--- config.mk ---
export PLATFORM = sky130hd
export DESIGN_NAME = hazard_unit
export DESIGN_NICKNAME = d
export VERILOG_FILES = /design/src/rtl/hazard_unit.sv
export SDC_FILE = /design/constraint.sdc
export NUM_CORES = 1
export LEC_CHECK = 0
export CORE_MARGIN = 2
export CORE_UTILIZATION = 38
export CTS_BUF_LIST = sky130_fd_sc_hd__clkbuf_8
export CTS_CLUSTER_SIZE = 24
export DETAILED_ROUTE_END_ITERATION = 10
export GPL_TIMING_DRIVEN = 0
export PLACE_DENSITY = 0.78
export SYNTH_ARGS = -nofsm -noshare
export SYNTH_HDL_FRONTEND = slang
export SYNTH_SLANG_ARGS = --single-unit
--- constraint.sdc ---
create_clock -name clk -period 2.73 [get_ports clk]
set_input_delay 0.819 -clock clk [delete_from_list [all_inputs] [get_ports clk]]
set_output_delay 0.819 -clock clk [all_outputs]
set_load 0.01 [all_outputs]
--- src/rtl/hazard_unit.sv ---
// Pipeline hazard detection: load-use and branch-operand stalls, plus a
// multi-cycle mult/div occupancy FSM that freezes the front end while it runs.
module hazard_unit #(
    parameter int MULT_CYCLES = 4,
    parameter int DIV_CYCLES  = 32
) (
    input  logic       clk,
    input  logic       rst_n,
    input  logic [4:0] rsD,
    input  logic [4:0] rtD,
    input  logic [4:0] rtE,
    input  logic [4:0] writeRegAddrE,
    input  logic [4:0] writeRegAddrM,
    input  logic       Regfile_weE,
    input  logic       memToRegE,
    input  logic       memToRegM,
    input  logic       branchD,
    input  logic       branchTakenD,
    input  logic       mdStartE,
    input  logic       mdOpE,
    output logic       stallF,
    output logic       stallD,
    output logic       stallE,
    output logic       flushD,
    output logic       flushE,
    output logic       flushM,
    output logic       mdBusy,
    output logic       mdDoneE
);

    typedef enum logic [1:0] {
        IDLE = 2'd0,
        BUSY = 2'd1,
        DONE = 2'd2
    } md_state_t;

    localparam logic [5:0] MULT_LOAD = 6'(MULT_CYCLES - 1);
    localparam logic [5:0] DIV_LOAD  = 6'(DIV_CYCLES - 1);

    md_state_t  r_state, w_state_nxt;
    logic [5:0] r_cnt, w_cnt_nxt;

    logic w_lwstall;
    logic w_brstall;
    logic w_brE_hit;
    logic w_brM_hit;
    logic w_mdstall;
    logic w_front_stall;

    // Hazard detection; register 0 is hardwired and never a real dependency
    always_comb begin
        w_lwstall = memToRegE && (rtE != 5'd0) && ((rtE == rsD) || (rtE == rtD));
        w_brE_hit = Regfile_weE && (writeRegAddrE != 5'd0) &&
                    ((writeRegAddrE == rsD) || (writeRegAddrE == rtD));
        w_brM_hit = memToRegM && (writeRegAddrM != 5'd0) &&
                    ((writeRegAddrM == rsD) || (writeRegAddrM == rtD));
        w_brstall = branchD && (w_brE_hit || w_brM_hit);
    end

    // The start cycle itself stalls, so N total stall cycles = 1 + (N-1) in BUSY
    always_comb begin
        w_state_nxt = r_state;
        w_cnt_nxt   = r_cnt;
        case (r_state)
            IDLE: begin
                if (mdStartE) begin
                    w_state_nxt = BUSY;
                    w_cnt_nxt   = mdOpE ? DIV_LOAD : MULT_LOAD;
                end
            end
            BUSY: begin
                if (r_cnt == 6'd1) begin
                    w_state_nxt = DONE;
                end else begin
                    w_cnt_nxt = r_cnt - 6'd1;
                end
            end
            DONE: begin
                // Same instruction is still in E this cycle; don't restart on it
                w_state_nxt = IDLE;
            end
            default: begin
                w_state_nxt = IDLE;
                w_cnt_nxt   = 6'd0;
            end
        endcase
    end

    always_ff @(posedge clk) begin
        if (!rst_n) begin
            r_state <= IDLE;
            r_cnt   <= 6'd0;
        end else begin
            r_state <= w_state_nxt;
            r_cnt   <= w_cnt_nxt;
        end
    end

    // Outputs are forced low during reset regardless of inputs or state
    always_comb begin
        w_mdstall     = (r_state == BUSY) || ((r_state == IDLE) && mdStartE);
        w_front_stall = w_lwstall || w_brstall || w_mdstall;

        stallF  = 1'b0;
        stallD  = 1'b0;
        stallE  = 1'b0;
        flushD  = 1'b0;
        flushE  = 1'b0;
        flushM  = 1'b0;
        mdBusy  = 1'b0;
        mdDoneE = 1'b0;
        if (rst_n) begin
            stallF  = w_front_stall;
            stallD  = w_front_stall;
            stallE  = w_mdstall;
            flushM  = w_mdstall;
            // ID/EX is held during mult/div, so it must not also be bubbled
            flushE  = (w_lwstall || w_brstall) && !w_mdstall;
            flushD  = branchTakenD && !w_front_stall;
            mdBusy  = w_mdstall;
            mdDoneE = (r_state == DONE);
        end
    end

endmodule
* Word-level counts from Yosys, hierarchy flattened *
Cells that the tools add are included.

word-level totals
  register bits = 8

operators by class
  $add $sub $neg = 1
  eq/ne operators = 12
  mux-type cells = 12
  bitwise operators = 1
  reductions and logical operators = 25

operators with widths
  operator               count
  $eq A5 B5 Y1           6
  $pmux W6 S3            1
  $reduce_bool A5 Y1     3
  $mux W6                2
  $logic_and A1 B1 Y1    10
  $logic_or A1 B1 Y1     7
  $eq A6 B1 Y1 const B   1
  $ne A2 B2 Y1 const B   3
  $sub A6 B1 Y6 const B  1
  $mux W1                5
  $mux W5                1
  $mux W2                2
  $pmux W2 S2            1
  $reduce_and A3 Y1      1
  $eq A2 B1 Y1 const B   1
  $eq A2 B2 Y1 const B   1
  $logic_not A1 Y1       2
  $logic_not A2 Y1       1
  $reduce_and A2 Y1      1
  $not A1 Y1             1

* Logic depth before layout (Yosys ltp) *
  word-level depth = 10
  gate-level depth with buffers = 7
  depth with buffers taken out = 6

* Worst setup path after synthesis *
No wires, ideal clock.

  path type = input-to-output
  start point = input port writeRegAddrM[0]
  end point = output port stallF
  arrival = 2.025 ns
  data required time = 1.911 ns
  path slack = -0.114 ns
  stages = 5
  path buffers = 1
  cell sequence = or3_1 o311a_1 a22oi_2 a31oi_1 buf_4

between the ends
  longest elaborated chain between the ends = 8
  elaborated cells between the ends (all ways) = 11
  classes of those cells = 2 x eq/ne; 1 x mux; 8 x reduce/logical

ends and longest elaborated chain
  what                                                       RTL line  text
  start, declared                                            13        input logic [4:0] writeRegAddrM,
  $eq A5 B5 Y1 or $reduce_bool A5 Y1 (tied branches)         56, 55
  $logic_or A1 B1 Y1 or $logic_and A1 B1 Y1 (tied branches)  56, 55
  $logic_and A1 B1 Y1 *                                      55        w_brM_hit = memToRegM && (writeRegAddrM != 5'd0) &&
  $logic_or A1 B1 Y1 *                                       57        w_brstall = branchD && (w_brE_hit || w_brM_hit);
  $logic_and A1 B1 Y1 *                                      57
  $logic_or A1 B1 Y1 * (2 in a row)                          102       w_front_stall = w_lwstall || w_brstall || w_mdstall;
  $mux W1 *                                                  n/a
  end, declared                                              21        output logic stallF,

Every way passes the cells marked *; elsewhere a longest branch is shown, timed or not.

* Worst setup path in the final report *
  start point = input port rtE[2]
  end point = output port stallF

between the ends
  longest elaborated chain between the ends = 6
  elaborated cells between the ends (all ways) = 9
  classes of those cells = 2 x eq/ne; 1 x mux; 6 x reduce/logical

ends and longest elaborated chain
  what                                                       RTL line  text
  start, declared                                            11        input logic [4:0] rtE,
  $eq A5 B5 Y1 or $reduce_bool A5 Y1 (tied branches)         52        w_lwstall = memToRegE && (rtE != 5'd0) && ((rtE == rsD) || (rtE == rtD));
  $logic_or A1 B1 Y1 or $logic_and A1 B1 Y1 (tied branches)  52
  $logic_and A1 B1 Y1 *                                      52
  $logic_or A1 B1 Y1 * (2 in a row)                          102
  $mux W1 *                                                  112       if (rst_n) begin

Marks and branches as above.

==> metrics <==
status=complete, but fails checks; failing checks=negative setup slack; Inserted Diodes=0; final cell count without fillers=190; Req. time, crit path=1.91 ns; Global Route Usage Sum=21.1%; Yosys reg bits=8; CTS Buf Count=3; flip-flop and latch area=160 sq um; # clock sinks=8; GPL Wtd Cong=0.912; worst vdd ir=0.314 mV; P&R area growth vs syn=59.7%; Syn Area/Cell=7.53 sq um; Synth area leader=xnor2_1; measured slew at the worst slew-check pin=0.387 ns; Die Ht=52.1 um; placed cells=186; first-pass detailed-route iteration total=4; startpoint types=input port; fmax=327 MHz; crit-path max FO=3; Die Span X=52.1 um; RSZ-0062 raised after global routing=true; Setup Skew=0.000408 ns; PnR worst setup slack=-0.331 ns; die area=2720 sq um; antenna violations before repair=0; Final nets=200; largest net degree at the start of global routing=11; clock root cell=clkbuf_8; Mapped Area=881 sq um; register area share after synthesis=18.2%; Setup CP Type=input port to primary output; vias in the first global route=1,032; commonest non-fill, non-tap cell in the layout=xnor2_1; total number of vias=1,014; Power Total=0.507 mW; Buffers on Ports=41; # fillers=195; Max-slew headroom=74.1%; Clk pin slew, worst setup/hold paths=0.04 ns; synthesis warning total=0; fin crit share=112%; share of post-route cells with drive strength above 1=20.4%; Setup violations, final=4; std cell rows=17; top cells by area, synth=xnor2_1, dfxtp_1, a21oi_1, nand2_1, xor2_1; Hold Crit Class=register to register; Lkg Pwr=0.607 nW; clock tree buffer depth=2; cts hold-fix bufs=0; DRC violations left=0; crit path DAT=2.24 ns; Post-Syn Instances=117; WL per Instance=14.3 um; final core utilization=63.6%; most frequent cells in the layout=xnor2_1, dlygate4sd2_1, nand2_1; num ports=42; Multi-input gate area=739 sq um; pre-CTS setup slack=-1.10 ns; first-pass GRT wire length=4330 um; Initial Util=39.8%; DR vias/cell=5.34; Routed Antenna Nets=0; gr ovfl total=0; syn nets=153; dominant synthesized flop cell=dfxtp_1; Synth cell types=30; EDFF count, synth=0; clock latency on the worst-skew pair=0.23 ns; drt total wl=2720 um; WHS=0.481 ns; Slew Limit Fails=0; crit path time final=3.06 ns; CTS HTree Levels=1; Post-DP HPWL=2100 um; crit end category=primary output; 1st-iter DRT viols=12; CTS tree=built; ys async rst share=0%; Yosys top cell area share=25.9%; P per Cell Area=360 nW/um^2; Final Hold Viols=0; CORE AREA=2210 sq um; max cap viols=0
==> synth_stat cells (2+ instances only) <==
library cell  number
o311a_1            2
a31oi_1            3
or2_0              2
o22ai_1            2
nand3_1            6
inv_1              3
and3_1             3
ha_1               2
nor3_1             5
nand2_1           10
xnor2_1           26
a211o_1            2
dfxtp_1            8
a21oi_1            9
xor2_1             4
buf_4              4
nor2_1             6
o21ai_0            6
or3_1              3
==> worst paths after layout <==
kind | start | endpoint | slack, ns | cells after the start
worst max-delay path | rtE[2] | stallF | -0.33 | 6
worst min-delay path | r_cnt[5]$_SDFFE_PN0P_ | r_cnt[5]$_SDFFE_PN0P_ | 0.48 | 2
worst max register to register | r_cnt[1]$_SDFFE_PN0P_ | r_cnt[4]$_SDFFE_PN0P_ | 1.14 | 7
worst min register to register | r_cnt[5]$_SDFFE_PN0P_ | r_cnt[5]$_SDFFE_PN0P_ | 0.48 | 2
==> sequential cells by signal, indices dropped and copies added, names as in the netlist <==
signal	count
r_cnt	6
r_state	2
==> worst max-delay path, cell delays in order <==
cell           delay (ns)
dlygate4sd2_1        0.28
or4_1                0.53
o221ai_2             0.22
a31oi_2              0.13
buf_4                0.15
buf_6                0.11
==> routing by layer <==
layer,global-route usage (%),part of all wire [%],vias to the layer above
met5,0,0,-
met4,10.3,2.6,0
met3,3.45,7.8,6
met2,40.1,49,42
met1,22.2,41,457
li1,-,-,509
==> report_power, final <==
group | total, mW | internal (mW) | switching, mW
sequential | 0.140 | 0.130 | 0.0104
clock | 0.138 | 0.0952 | 0.0430
combinational | 0.228 | 0.117 | 0.111
==> timing repair <==
item	CTS	global route
pin swaps	8	11
endpoints found under the setup margin	8	6
cloned	0	0
resized for setup	80	7
buffers inserted	1	0
==> area by class of cell <==
| cell class | count | area share, % |
|---|---|---|
| Multi-Input combinational cell | 100 | 52.6 |
| Timing Repair Buffer | 42 | 26.7 |
| Sequential cell | 8 | 11.4 |
| Clock buffer | 3 | 2.94 |
| Buffer | 5 | 2.49 |
| Tap cell | 28 | 2.49 |
| Inverter | 4 | 1.42 |
==> metrics by stage <==
stage,setup TNS (ns),area (sq um)
global route,-1.21,1410
global placement,-6.26,1330
detailed placement,-6.34,1330
finish,-1.00,1410
CTS,-1.25,1380
floorplan,-0.0727,887
==> kinds of logic (layout without fill, tap and decap cells) <==
kind of cell / count (synthesis) / in the layout / synth area share [%]
buffers and inverters: 9 / 54 / 5.68
adders and majority gates: 2 / 2 / 2.84
xor gates and xnor gates: 30 / 30 / 29.8
and+or+nand+nor: 39 / 39 / 22.2
AOI/OAI and AO/OA: 29 / 29 / 21.3
DFF: 8 / 8 / 18.2
No activity file was read; power rests on OpenSTA's default activity.
